File: src/rtl/lock_pkg.sv
// Shared types and constants for the keypad scanner and the lock controller it feeds.
package lock_pkg;

    localparam int NUM_ROWS   = 4;
    localparam int NUM_COLS   = 4;
    localparam int KEY_CODE_W = 4;

    typedef enum logic [1:0] {
        IDLE        = 2'd0,
        PRESS_DEB   = 2'd1,
        HELD        = 2'd2,
        RELEASE_DEB = 2'd3
    } key_state_e;

    typedef enum logic [1:0] {
        RES_NONE   = 2'd0,
        RES_SINGLE = 2'd1,
        RES_MULTI  = 2'd2
    } scan_res_e;

    // Number of low (pressed) columns, saturating at 2 since "two or more" is all that matters.
    function automatic logic [1:0] low_count(input logic [NUM_COLS-1:0] col_n);
        logic [2:0] n;
        n = '0;
        for (int c = 0; c < NUM_COLS; c++) begin
            n = n + {2'b00, ~col_n[c]};
        end
        return (n > 3'd1) ? 2'd2 : n[1:0];
    endfunction

endpackage

File: src/rtl/matrix_keypad_scan_if.sv
// Keypad-side and key-event signals of the matrix keypad scanner.
interface matrix_keypad_scan_if;
    import lock_pkg::*;

    logic [NUM_COLS-1:0]   Col;
    logic [NUM_ROWS-1:0]   Row;
    logic [KEY_CODE_W-1:0] Key_Data;
    logic                  Key_Done_Sig;
    logic                  Key_Held;

    modport master (input Col, output Row, Key_Data, Key_Done_Sig, Key_Held);
    modport slave  (output Col, input Row, Key_Data, Key_Done_Sig, Key_Held);

endinterface

File: src/rtl/sync_2ff.sv
// Parameterised-width two-flop synchronizer for asynchronous level inputs.
module sync_2ff #(
    parameter int               WIDTH   = 1,
    parameter logic [WIDTH-1:0] RST_VAL = '0
) (
    input  logic             clk,
    input  logic             rst,
    input  logic [WIDTH-1:0] d_i,
    output logic [WIDTH-1:0] q_o
);

    logic [WIDTH-1:0] meta_q;
    logic [WIDTH-1:0] sync_q;

    // NOTE: non-blocking assignments let both flops sample the pre-edge values, forming a real 2-stage chain.
    always_ff @(posedge clk) begin
        if (rst) begin
            meta_q <= RST_VAL;
            sync_q <= RST_VAL;
        end else begin
            meta_q <= d_i;
            sync_q <= meta_q;
        end
    end

    assign q_o = sync_q;

endmodule

File: src/rtl/matrix_keypad_scan.sv
// 4x4 matrix keypad scanner: row scan, per-scan decode, press/release debounce, key strobe.
// Optional auto-repeat while held is enabled by defining KEYPAD_REPEAT_EN.
module matrix_keypad_scan
    import lock_pkg::*;
#(
    parameter int SCAN_CYC           = 12500,
    parameter int DEB_SCANS          = 10,
    parameter int REPEAT_DELAY_SCANS = 500,
    parameter int REPEAT_RATE_SCANS  = 100
) (
    input logic                  Clk,
    input logic                  Rst,
    matrix_keypad_scan_if.master kp
);

    localparam int          SLOT_W  = $clog2(SCAN_CYC);
    localparam logic [7:0]  DEB_CNT = 8'(DEB_SCANS);

    if (SCAN_CYC < 4 || DEB_SCANS < 1 || DEB_SCANS > 255 ||
        REPEAT_DELAY_SCANS < 1 || REPEAT_RATE_SCANS < 1) begin : g_bad_param
        $error("matrix_keypad_scan: parameter out of range");
    end

    logic [NUM_COLS-1:0]   col_s;
    logic [SLOT_W-1:0]     slot_q, slot_d;
    logic [1:0]            row_q, row_d;
    logic [1:0]            hits_q, hits_d, acc_hits;
    logic [KEY_CODE_W-1:0] acc_code_q, acc_code_d;
    logic [1:0]            col_idx;
    logic [1:0]            lows;
    logic                  sample, eos;
    scan_res_e             res;

    key_state_e            state_q, state_d;
    logic [KEY_CODE_W-1:0] cand_q, cand_d;
    logic [7:0]            cnt_q, cnt_d, cnt_inc;
    logic [KEY_CODE_W-1:0] key_q, key_d;
    logic                  done_q, done_d;
    logic                  accept;
`ifdef KEYPAD_REPEAT_EN
    logic [15:0]           rep_q, rep_d;
    logic                  rep_first_q, rep_first_d;
`endif

    sync_2ff #(.WIDTH(NUM_COLS), .RST_VAL({NUM_COLS{1'b1}})) u_col_sync (
        .clk (Clk),
        .rst (Rst),
        .d_i (kp.Col),
        .q_o (col_s)
    );

    assign sample = (slot_q == SLOT_W'(SCAN_CYC - 1));
    assign eos    = sample && (row_q == 2'(NUM_ROWS - 1));

    // NOTE: every always_comb output gets a default first so no path leaves it unassigned (no latch).
    always_comb begin
        slot_d     = sample ? '0 : slot_q + 1'b1;
        row_d      = sample ? row_q + 2'd1 : row_q;
        acc_hits   = hits_q;
        acc_code_d = acc_code_q;
        lows       = low_count(col_s);
        col_idx    = '0;
        for (int c = NUM_COLS - 1; c >= 0; c--) begin
            if (!col_s[c]) col_idx = 2'(c);
        end
        if (sample) begin
            if (lows == 2'd2) begin
                acc_hits = 2'd2;
            end else if (lows == 2'd1) begin
                if (hits_q == 2'd0) begin
                    acc_hits   = 2'd1;
                    acc_code_d = {row_q, col_idx};
                end else begin
                    acc_hits = 2'd2;
                end
            end
        end
        res    = (acc_hits == 2'd0) ? RES_NONE : (acc_hits == 2'd1) ? RES_SINGLE : RES_MULTI;
        hits_d = eos ? 2'd0 : acc_hits;
    end

    assign cnt_inc = cnt_q + 8'd1;

    always_comb begin
        state_d = state_q;
        cand_d  = cand_q;
        cnt_d   = cnt_q;
        key_d   = key_q;
        done_d  = 1'b0;
        accept  = 1'b0;
        if (eos) begin
            unique case (state_q)
                IDLE: if (res == RES_SINGLE) begin
                    cand_d = acc_code_d;
                    cnt_d  = 8'd1;
                    if (DEB_SCANS == 1) accept  = 1'b1;
                    else                state_d = PRESS_DEB;
                end
                PRESS_DEB: if (res == RES_SINGLE && acc_code_d == cand_q) begin
                    cnt_d  = cnt_inc;
                    accept = (cnt_inc == DEB_CNT);
                end else if (res == RES_SINGLE) begin
                    cand_d = acc_code_d;
                    cnt_d  = 8'd1;
                end else begin
                    state_d = IDLE;
                    cnt_d   = 8'd0;
                end
                HELD: if (res == RES_NONE) begin
                    cnt_d   = 8'd1;
                    state_d = (DEB_SCANS == 1) ? IDLE : RELEASE_DEB;
                end
                RELEASE_DEB: if (res == RES_NONE) begin
                    cnt_d = cnt_inc;
                    if (cnt_inc == DEB_CNT) state_d = IDLE;
                end else begin
                    state_d = HELD;
                    cnt_d   = 8'd0;
                end
                default: state_d = IDLE;
            endcase
        end
        if (accept) begin
            state_d = HELD;
            key_d   = cand_d;
            cnt_d   = 8'd0;
            done_d  = 1'b1;
        end
`ifdef KEYPAD_REPEAT_EN
        rep_d       = rep_q;
        rep_first_d = rep_first_q;
        if (eos && state_q == HELD && res == RES_SINGLE && acc_code_d == key_q) begin
            rep_d = rep_q + 16'd1;
            if (rep_d == (rep_first_q ? 16'(REPEAT_RATE_SCANS) : 16'(REPEAT_DELAY_SCANS))) begin
                done_d      = 1'b1;
                rep_d       = 16'd0;
                rep_first_d = 1'b1;
            end
        end
        if (state_q == HELD && state_d != HELD) begin
            rep_d       = 16'd0;
            rep_first_d = 1'b0;
        end
`endif
    end

    always_ff @(posedge Clk) begin
        if (Rst) begin
            slot_q      <= '0;
            row_q       <= '0;
            hits_q      <= '0;
            acc_code_q  <= '0;
            state_q     <= IDLE;
            cand_q      <= '0;
            cnt_q       <= '0;
            key_q       <= '0;
            done_q      <= 1'b0;
`ifdef KEYPAD_REPEAT_EN
            rep_q       <= '0;
            rep_first_q <= 1'b0;
`endif
        end else begin
            slot_q      <= slot_d;
            row_q       <= row_d;
            hits_q      <= hits_d;
            acc_code_q  <= eos ? '0 : acc_code_d;
            state_q     <= state_d;
            cand_q      <= cand_d;
            cnt_q       <= cnt_d;
            key_q       <= key_d;
            done_q      <= done_d;
`ifdef KEYPAD_REPEAT_EN
            rep_q       <= rep_d;
            rep_first_q <= rep_first_d;
`endif
        end
    end

    assign kp.Row          = ~(NUM_ROWS'(1) << row_q);
    assign kp.Key_Data     = key_q;
    assign kp.Key_Done_Sig = done_q;
    assign kp.Key_Held     = (state_q == HELD) || (state_q == RELEASE_DEB);

endmodule

File: src/flat_wrapper.sv
// flat-port wrapper written by rule: the top's interface ports become plain ports
module matrix_keypad_scan_flat import lock_pkg::*;
#(
    parameter int SCAN_CYC           = 12500,
    parameter int DEB_SCANS          = 10,
    parameter int REPEAT_DELAY_SCANS = 500,
    parameter int REPEAT_RATE_SCANS  = 100
)
  (Clk, Rst, kp_Col, kp_Row, kp_Key_Data, kp_Key_Done_Sig, kp_Key_Held);
  matrix_keypad_scan_if kp_i ();
  input logic Clk;
  input logic Rst;
  input wire logic [$bits(kp_i.Col)-1:0] kp_Col;
  output wire logic [$bits(kp_i.Row)-1:0] kp_Row;
  output wire logic [$bits(kp_i.Key_Data)-1:0] kp_Key_Data;
  output wire logic [$bits(kp_i.Key_Done_Sig)-1:0] kp_Key_Done_Sig;
  output wire logic [$bits(kp_i.Key_Held)-1:0] kp_Key_Held;
  assign kp_i.Col = kp_Col;
  assign kp_Row = kp_i.Row;
  assign kp_Key_Data = kp_i.Key_Data;
  assign kp_Key_Done_Sig = kp_i.Key_Done_Sig;
  assign kp_Key_Held = kp_i.Key_Held;
  matrix_keypad_scan #(.SCAN_CYC(SCAN_CYC), .DEB_SCANS(DEB_SCANS), .REPEAT_DELAY_SCANS(REPEAT_DELAY_SCANS), .REPEAT_RATE_SCANS(REPEAT_RATE_SCANS)) u_core (.Clk(Clk), .Rst(Rst), .kp(kp_i));
endmodule
File: config.mk
export PLATFORM = sky130hd
export DESIGN_NAME = matrix_keypad_scan_flat
export DESIGN_NICKNAME = d
export VERILOG_FILES = /design/src/rtl/lock_pkg.sv /design/src/rtl/matrix_keypad_scan_if.sv /design/src/rtl/sync_2ff.sv /design/src/rtl/matrix_keypad_scan.sv /design/src/flat_wrapper.sv
export SDC_FILE = /design/constraint.sdc
export NUM_CORES = 1
export LEC_CHECK = 0
export BUFFER_PORTS_ARGS = -buffer_cell sky130_fd_sc_hd__buf_2
export CORE_ASPECT_RATIO = 0.9
export CORE_MARGIN = 2
export CORE_UTILIZATION = 34
export DETAILED_ROUTE_END_ITERATION = 8
export MAX_ROUTING_LAYER = met4
export PLACE_DENSITY = 0.55
export SYNTH_ARGS = -nofsm -noshare
export SYNTH_HDL_FRONTEND = slang
export SYNTH_SLANG_ARGS = --single-unit
File: constraint.sdc
create_clock -name Clk -period 4.4 [get_ports Clk]
set_input_delay 0.88 -clock Clk [delete_from_list [all_inputs] [get_ports Clk]]
set_output_delay 0.88 -clock Clk [all_outputs]
set_load 0.01 [all_outputs]
### Yosys cells after proc, flatten, opt, wreduce, memory -nomap -nowiden

Index checks and enable logic that the tools add are counted.

| cells by class | value |
|---|---|
| add/sub/neg operators | 6 |
| $lt $le $gt $ge | 1 |
| eq/ne operators | 21 |
| shifts and indexed selects | 1 |
| multiplexer cells | 38 |
| bitwise logic cells | 5 |
| reductions and logical operators | 14 |

Operators with widths:

| operator | count |
|---|---|
| $mux 2 | 19 |
| $mux 8 | 4 |
| $pmux 8 s4 | 1 |
| $mux 4 | 7 |
| $add 14x1->14 const B | 1 |
| $eq 14x14->1 const B | 1 |
| $reduce_and 6->1 | 2 |
| $ne 3x2->1 const B | 3 |
| $add 8x1->8 const B | 1 |
| $eq 2x1->1 const B | 4 |
| $eq 2x2->1 const B | 4 |
| $eq 8x4->1 const B | 1 |
| $logic_not 2->1 | 4 |
| $pmux 2 s4 | 1 |
| $pmux 4 s2 | 1 |
| $add 3x1->3 | 2 |
| $ne 3x1->1 const B | 2 |
| $reduce_or 2->1 | 3 |
| $mux 1 | 5 |
| $eq 4x4->1 | 1 |
| $ne 2x1->1 const B | 2 |
| $ne 2x2->1 const B | 2 |
| $ne 4x2->1 const B | 1 |
| $not 1->1 | 4 |
| other kinds (9) | 10 |

| storage, ports and cells | value |
|---|---|
| register bits after elaboration | 49 |
| input bits | 6 |
| output and inout bits | 10 |
| logic and storage cells | 98 |

### Depth between registers and ports, before layout

Gate-level depths: netlist (run 1).

| depth | value |
|---|---|
| depth after elaboration | 20 |
| mapped depth | 13 |
| mapped depth without buffers | 12 |

### Cells and area by module

Synthesis (run 1) repeated with hierarchy kept, for this count alone.

| unflattened totals | value |
|---|---|
| cell total of the unflattened synthesis | 292 |
| area total of the unflattened synthesis | 2496.1 um2 |

Modules (own cells, without submodules):

| module | times used | cells each | area an instance (um2) | sequential area each (um2) |
|---|---|---|---|---|
| matrix_keypad_scan | 1 | 276 | 2285.9 | 820.8 |
| sync_2ff | 1 | 16 | 210.2 | 160.2 |

### Worst setup path before layout (run 1)

Ideal clock, no wire load.

| timing | value |
|---|---|
| path kind | register -> register |
| start | reg u_core.u_col_sync.sync_q[0] (netlist: u_core.u_col_sync.q_o[0]) |
| end | reg u_core.key_q[3] (netlist: u_core.kp.Key_Data[3]) |
| library setup time | 0.067 ns |
| arrival | 3.223 ns |
| data required time | 4.333 ns |
| slack | 1.109 ns |
| stages on the path, launching flop included | 14 |
| path buffers | 1 |
| period minus slack after synthesis | 3.291 ns |
| cells stage by stage | dfxtp_1 -> inv_1 -> ha_1 -> fa_1 -> ha_1 -> nor4b_1 -> and2b_2 -> a21boi_2 -> or3_1 -> a21o_1 -> or3_1 -> buf_6 -> a21o_1 -> a21oi_2 |

| between the ends | value |
|---|---|
| longest elaborated chain between the ends | 18 |
| elaborated cells on any way between the ends | 30 |
| classes of those cells | add/sub: 3; order compare: 1; eq/ne: 5; mux: 18; bitwise: 1; reduce/logical: 2 |

RTL lines:

| item | RTL line | source |
|---|---|---|
| from (decl) | sync_2ff.sv:13 | `logic [WIDTH-1:0] sync_q;` |
| from (signal assigned) | sync_2ff.sv:22 | `sync_q <= meta_q;` |
| $not 1->1 | lock_pkg.sv:26 | `n = n + {2'b00, ~col_n[c]};` |
| $add 1x1->2 | lock_pkg.sv:26 |  |
| $add 3x1->3 (2 in a row) | lock_pkg.sv:26 |  |
| $gt 3x1->1 | lock_pkg.sv:28 | `return (n > 3'd1) ? 2'd2 : n[1:0];` |
| $mux 2 | lock_pkg.sv:28 |  |
| $eq 2x1->1 | matrix_keypad_scan.sv:69 | `end else if (lows == 2'd1) begin` |
| $mux 2 | matrix_keypad_scan.sv:69 |  |
| $mux 2 | matrix_keypad_scan.sv:67 | `if (lows == 2'd2) begin` |
| $mux 2 | matrix_keypad_scan.sv:66 | `if (sample) begin` |
| $eq 2x1->1 | matrix_keypad_scan.sv:78 | `res = (acc_hits == 2'd0) ? RES_NONE : (acc_hits == 2'd1) ? RES_SINGLE : RES_MULTI;` |
| $mux 2 (2 in a row) | matrix_keypad_scan.sv:78 |  |
| $eq 2x1->1 | matrix_keypad_scan.sv:93, matrix_keypad_scan.sv:99, matrix_keypad_scan.sv:102 |  |
| $mux 4 or $logic_and 1x1->1 (tied branches) | matrix_keypad_scan.sv:93, matrix_keypad_scan.sv:102, matrix_keypad_scan.sv:99 |  |
| $mux 4 or $mux 1 (tied branches) | matrix_keypad_scan.sv:99 | `PRESS_DEB: if (res == RES_SINGLE && acc_code_d == cand_q) begin` |
| $pmux 4 s2 or $mux 1 (tied branches) | matrix_keypad_scan.sv:92 | `unique case (state_q)` |
| $mux 4 or $mux 1 (tied branches) | matrix_keypad_scan.sv:91 | `if (eos) begin` |
| to (signal assigned) | matrix_keypad_scan.sv:170 | `key_q <= key_d;` |
| to (decl) | matrix_keypad_scan.sv:37 | `logic [KEY_CODE_W-1:0] key_q, key_d;` |

Several ways; a longest one is shown, not always the timed one.
A chain may end at the register's enable or synchronous reset.

### Worst setup path in the final report (run 1)

| timing | value |
|---|---|
| start | reg u_core.u_col_sync.sync_q[0] (netlist: u_core.u_col_sync.q_o[0]) |
| end | reg u_core.state_q[0] |

| between the ends | value |
|---|---|
| longest elaborated chain between the ends | 19 |
| elaborated cells on any way between the ends | 36 |
| classes of those cells | add/sub: 3; order compare: 1; eq/ne: 10; mux: 16; bitwise: 1; reduce/logical: 5 |

RTL lines:

| item | RTL line | source |
|---|---|---|
| $not 1->1 | lock_pkg.sv:26 |  |
| $add 1x1->2 | lock_pkg.sv:26 |  |
| $add 3x1->3 (2 in a row) | lock_pkg.sv:26 |  |
| $gt 3x1->1 | lock_pkg.sv:28 |  |
| $mux 2 | lock_pkg.sv:28 |  |
| $eq 2x1->1 | matrix_keypad_scan.sv:69 |  |
| $mux 2 | matrix_keypad_scan.sv:69 |  |
| $mux 2 | matrix_keypad_scan.sv:67 |  |
| $mux 2 | matrix_keypad_scan.sv:66 |  |
| $eq 2x1->1 | matrix_keypad_scan.sv:78 |  |
| $mux 2 (2 in a row) | matrix_keypad_scan.sv:78 |  |
| $eq 2x1->1 | matrix_keypad_scan.sv:93, matrix_keypad_scan.sv:99, matrix_keypad_scan.sv:102 |  |
| $logic_and 1x1->1 | matrix_keypad_scan.sv:99 |  |
| $mux 1 | matrix_keypad_scan.sv:99 |  |
| $mux 1 | matrix_keypad_scan.sv:92 |  |
| $mux 1 | matrix_keypad_scan.sv:91 |  |
| $reduce_or 2->1 (no line) | n/a |  |
| to (signal assigned) | matrix_keypad_scan.sv:167 | `state_q <= state_d;` |
| to (decl) | matrix_keypad_scan.sv:34 | `key_state_e state_q, state_d;` |

Several ways; a longest one is shown, not always the timed one.

==> flow_metrics.tcl, run 1 <==
set metrics [dict create \
    ys_seq_area_frac 0.3819 \
    rsz0062_at_grt "no" \
    start_util 0.3456 \
    reg2reg_depth 12 \
    grt_pass1_vias 1997 \
    power_leakage_nw 1.126 \
    slowest_stage "or3_1" \
    crit_arrival_ns 3.89 \
    clk_latency_ns 0.30 \
    slew_headroom 0.5271 \
    vias_per_cell 5.064 \
    wl_um 5168 \
    io_buffers 15 \
    async_reset_ff_frac 0 \
    period_share 0.8446 \
    cts.sinks 49 \
    endpoint "u_core.state_q[0]" \
    vias 2066 \
    reg2reg_slack_ns 0.68 \
    maxSlewViolCount 0 \
    grt_first_pass_wirelength_um 9225 \
    gp_congestion 0.7912 \
    drc 0 \
    insertedDiodeCount 0 \
    ys_ff_latch 49 \
    synth-main-ff-cell "dfxtp_1" \
    yosys.area.top_type "dfxtp_1" \
    synth_area_leaders "dfxtp_1, nor2_1, ha_1, xor2_1, nand2_1" \
    ys.warnings.count 0 \
    p_total_w 0.0007558 \
    grt_antenna_before_repair 0 \
    cts_resized 0 \
    synth-edff-count 0 \
    worstSetupPathType "flop to flop" \
    fin_util 0.3756 \
    syn_area_um2 2569 \
    reg2reg_from "u_core.u_col_sync.q_o[0]" \
    syn_inst 301 \
    cp-startpoint "u_core.u_col_sync.q_o[0]" \
    dpl.cell_count 400 \
    ctsHoldBuffers 0 \
    root_buffer "clkbuf_8" \
    nets 328 \
    critical_path_required_ns 4.57 \
    cts_tree "yes" \
    row_count 30 \
    yosysMostFrequentCell "dfxtp_1" \
    io_pins 16 \
    tightest_slew_ns 0.7041 \
    drv_cap 0 \
    path_cells "inv_1 > ha_1 > fa_1 > ha_1 > nor4b_1 > and2b_2 > a21boi_2 > or3_1 > a21o_1 > or3_1 > nand2_1 > a211oi_1" \
    instances_no_fill 408 \
    cts_made_buffers 5 \
    pre_cts_ws_ns 0.7243 \
    core_area_um2 7432 \
    die_w_um 95.62 \
    cts.htree.levels 2 \
    syn_nets 318 \
    finalClockSkew_ns 0.009958 \
    drive_gt1_frac 0.1571 \
    clock_path_buffers 2 \
    min_path_type "flop to flop" \
    first_pass_iters 4 \
    cts_setup_buffers 0 \
    yosysUniqueCellTypes 55 \
    synth_commonest_cells "dfxtp_1, nor2_1, nand2_1, inv_1, a21oi_1" \
    die_h_um 86.46 \
    fmax_mhz 269.1 \
    grt_overflow 0 \
    start_kind "flop" \
    antenna_left 0 \
    irDropWorstVdd_uv 110.1 \
    routedWlPerCell_um 12.67 \
    endpoint_kind "flop" \
    setup_viol 0 \
    p_per_area_nw_per_um2 270.7 \
    areaGrowthSynthToFinish_pct 8.670 \
    syn_area_per_cell_um2 8.534 \
    drtIter0Drc 113 \
    cp_max_fo 8 \
    grt_max_degree 28 \
    min_period_ns 3.716 \
    slowest_delay_ns 0.54 \
    fin_ws_ns 0.6839 \
    synth_top_area_frac 0.3819 \
    die-area_um2 8267 \
    dp_hpwl_um 3786 \
    grtUsageTotal 0.1432 \
    reg2reg_to "u_core.state_q[0]" \
    hold_viol 0 \
    finalSetupTns_ns 0 \
    clkTransAtPathRegs_ns 0.09 \
    status "finished, final reports clean" \
]
-- layer usage --
metal,up-vias,GRT usage,wire length (µm)
met2,29,0.2276,2402
met4,0,0.04026,42
met5,-,-,0
li1,1064,-,-
met1,968,0.1852,2584
met3,5,0.02870,139
-- worst min-delay path by stage --
stage / cells past startpoint / to / from
after CTS: 1 / u_core.u_col_sync.q_o[1] / u_core.u_col_sync.meta_q[1]
after global routing: 1 / u_core.u_col_sync.q_o[2] / u_core.u_col_sync.meta_q[2]
after detailed placement: 1 / u_core.u_col_sync.q_o[1] / u_core.u_col_sync.meta_q[1]
after global placement: 1 / u_core.u_col_sync.q_o[2] / u_core.u_col_sync.meta_q[2]
after floorplan: 1 / u_core.u_col_sync.q_o[0] / u_core.u_col_sync.meta_q[0]
final: 1 / u_core.u_col_sync.q_o[0] / u_core.u_col_sync.meta_q[0]
-- flip-flops by register name, summed over array words and instances (netlist names) --
| register | cells |
|---|---|
| u_core.cnt_q | 8 |
| u_core.cand_q | 4 |
| u_core.slot_q | 14 |
| u_core.u_col_sync.q_o | 4 |
| u_core.kp.Key_Data | 4 |
| u_core.row_q | 2 |
| u_core.kp.Key_Done_Sig | 1 |
| u_core.u_col_sync.meta_q | 4 |
| u_core.state_q | 2 |
| u_core.hits_q | 2 |
| u_core.acc_code_q | 4 |
-- report_power, final --
| part | internal, W | switching [W] | leakage (nW) |
|---|---|---|---|
| clock | 0.000112 | 0.000154 | 0.0374 |
| combinational | 0.0000146 | 0.0000220 | 0.691 |
| sequential | 0.000449 | 0.00000399 | 0.397 |
| total | 0.000576 | 0.000180 | 1.13 |
-- through the flow --
| stage | instance area, µm² | hold slack (ns) |
|---|---|---|
| after global routing | 2791 | 0.4450 |
| final | 2791 | 0.4204 |
| after detailed placement | 2704 | 0.3987 |
| after floorplan | 2569 | 0.3895 |
| after CTS | 2791 | 0.4224 |
| after global placement | 2704 | 0.3987 |
-- worst max-delay path, delay by kind of cell, from the launching register on --
kind / cells / cell delay (ns)
AND/OR/NAND/NOR: 5 / 1.86
adder cells (fa/ha/maj): 3 / 0.90
flip-flops: 1 / 0.37
AO/OA/AOI/OAI: 3 / 0.36
buffers and inverters: 1 / 0.08
-- area by class of cell --
| class | instances | area, µm² |
|---|---|---|
| clock inverters | 2 | 15.01 |
| inverters | 20 | 75.07 |
| multi-input cells | 220 | 1453 |
| fillers | 771 | 4641 |
| repair buffers | 15 | 75.07 |
| flip-flops and latches | 49 | 980.9 |
| clock buffers | 6 | 72.57 |
| well taps | 96 | 120.1 |
-- placed cells by master (no fill, tap or decap), types with 5 or more instances in the layout --
master    Yosys  final
a211oi_1      6      6
a21oi_1      13     13
and2_1        5      5
and3_1        7      7
buf_2         0     15
clkbuf_8      0      5
dfxtp_1      49     49
ha_1         10     10
inv_1        20     20
nand2_1      22     22
nand3_1      12     12
nor2_1       37     37
nor3_1        7      7
o21ai_0       8      8
or2_2        11     11
xnor2_1       7      7
xor2_1       11     11
-- logic make-up (layout without fill, tap and decap cells) --
group,count (synthesis),in the layout,share of synthesized area
compound gates,58,58,0.1568
xor+xnor,18,18,0.06137
fa+ha+maj,11,11,0.05650
buf+inv,32,43,0.05261
flops,49,49,0.3819
mux,4,4,0.01559
simple gates,129,129,0.2752
No activity file was read; power rests on OpenSTA's default activity.
==> run 2, diff against run 1 <==
==> constraint.sdc (replaced) <==
create_clock -name Clk -period 3.85 [get_ports Clk]
set_input_delay 0.77 -clock Clk [delete_from_list [all_inputs] [get_ports Clk]]
set_output_delay 0.77 -clock Clk [all_outputs]
set_load 0.01 [all_outputs]
==> run 2 against run 1 <==
Flip-flop and latch count unchanged; sequential share of layout area shrank 0.25 points; worst setup slack got worse by 0.37 ns; clock skew down 0.0042 ns; critical path depth unchanged; non-clock buffer count rose by 2; global-route usage fell by 0.47 points; via count barely moved; sequential power up 14%; clock-buffer cell count unchanged; worst hold slack lost 0.0045 ns; critical path type unchanged; highest routed layer unchanged.
==> flow_metrics.tcl, run 2 (synthesis gave the netlist of run 1 again) <==
set metrics [dict create \
    finalClockSkew_ns 0.005793 \
    drc 0 \
    root_buffer "clkbuf_8" \
    multi_input_area_um2 1459 \
    core_area_um2 7432 \
    status "finished, final reports clean" \
    mostFrequentLayoutCell "dfxtp_1" \
    antenna_left 0 \
    p_per_area_nw_per_um2 306.3 \
    grtUsageTotal 0.1384 \
    rsz0062_at_grt "no" \
    period_share 0.9186 \
    fin_ws_ns 0.3133 \
    first_pass_iters 4 \
    clock_path_buffers 2 \
    nets 330 \
    fmax_mhz 282.8 \
    cts_tree "yes" \
    tightest_slew_ns 0.4935 \
    crit_buf_inv 1 \
    largest_register "u_core.slot_q" \
    dpl.cell_count 402 \
    insertedDiodeCount 0 \
    die_h_um 86.46 \
    instances_no_fill 410 \
    largest_reg_flops 14 \
    die_w_um 95.62 \
    hold_viol 0 \
    gp_congestion 0.8122 \
    cts_made_buffers 5 \
    final_cell_mix "dfxtp_1, nor2_1, nand2_1" \
    worstSetupPathType "flop to flop" \
    grt_antenna_before_repair 0 \
    setup_viol 0 \
    fillCellCount 768 \
    areaGrowthSynthToFinish_pct 9.450 \
    vias 2068 \
    clkTransAtPathRegs_ns 0.09 \
    slowest_delay_ns 0.54 \
    power_leakage_nw 1.148 \
    dp_hpwl_um 3728 \
    irDropWorstVdd_uv 103.4 \
    slowest_stage "or3_1" \
    maxSlewViolCount 0 \
    drive_gt1_frac 0.1656 \
    fin_util 0.3783 \
    start_util 0.3456 \
    drtIter0Drc 75 \
    clk_latency_ns 0.30 \
    reg_top3 "u_core.slot_q x14, u_core.cnt_q x8" \
    grt_max_degree 28 \
    endpoint_kind "flop" \
    wl_um 5047 \
    seqCellArea_um2 980.9 \
    cp_top_family "simple AND/OR/NAND/NOR gates" \
    critical_path_required_ns 4.09 \
    vias_per_cell 5.044 \
    routedWlPerCell_um 12.31 \
    cts.htree.levels 2 \
    grt_overflow 0 \
    path_cells "inv_1 > ha_1 > fa_1 > ha_1 > nor4b_2 > and2b_2 > a21boi_2 > or3_1 > a21o_1 > or3_1 > a21o_1 > a21oi_2" \
    finalSetupTns_ns 0 \
    die-area_um2 8267 \
    cp_max_fo 8 \
    whs_ns 0.4159 \
    drv_cap 0 \
    min_period_ns 3.537 \
    row_count 30 \
    slew_headroom 0.6625 \
    io_pins 16 \
    grt_first_pass_wirelength_um 8970 \
    ctsHoldBuffers 0 \
    start_kind "flop" \
    grt_pass1_vias 1984 \
    min_path_type "flop to flop" \
    io_buffers 15 \
    cts.sinks 49 \
    pre_cts_ws_ns 0.1484 \
    crit_arrival_ns 3.77 \
]
-- run 2: layer usage --
metal	wire [µm]	track usage	vias up
li1	-	-	1069
met1	2539	0.1760	970
met2	2331	0.2238	24
met3	135	0.02783	5
met4	40	0.03896	0
met5	0	-	-
-- run 2: worst reg2reg max path, stage by stage, from the launching register on --
cell and delay (ns):
dfxtp_1 0.36, inv_1 0.08, ha_1 0.31, fa_1 0.39
ha_1 0.23, nor4b_2 0.30, and2b_2 0.24, a21boi_2 0.07
or3_1 0.39, a21o_1 0.23, or3_1 0.54, a21o_1 0.23
a21oi_2 0.12
-- run 2: stage by stage --
| stage | area, µm² | total power [W] |
|---|---|---|
| floorplan | 2569 | 0.0005614 |
| global placement | 2719 | 0.0005710 |
| global route | 2811 | 0.0009014 |
| finish | 2811 | 0.0008610 |
| detailed placement | 2719 | 0.0005714 |
| CTS | 2805 | 0.0008792 |
-- run 2: final timing paths --
path	startpoint	to	slack, ns	depth (start not counted)
min reg2reg	u_core.u_col_sync.meta_q[1]	u_core.u_col_sync.q_o[1]	0.42	1
max	u_core.u_col_sync.q_o[0]	u_core.kp.Key_Data[3]	0.31	12
max reg2reg	u_core.u_col_sync.q_o[0]	u_core.kp.Key_Data[3]	0.31	12
min	u_core.u_col_sync.meta_q[1]	u_core.u_col_sync.q_o[1]	0.42	1
-- run 2: where the power goes --
| part | switching, W | internal, W | total, W |
|---|---|---|---|
| registers | 0.00000442 | 0.000513 | 0.000517 |
| clock network | 0.000172 | 0.000130 | 0.000302 |
| logic | 0.0000249 | 0.0000173 | 0.0000421 |
| total | 0.000201 | 0.000660 | 0.000861 |
-- run 2: cell type report --
class	instances	area share
inverters	20	0.02670
clock buffers	6	0.02581
well taps	96	0.04272
flip-flops and latches	49	0.3489
repair buffers	17	0.03204
multi-input cells	220	0.5189
clock inverters	2	0.004895
-- run 2: timing repair --
item                       CTS  global route
setup endpoints to repair    0            11
resized for setup            0             1
setup buffers                0             0
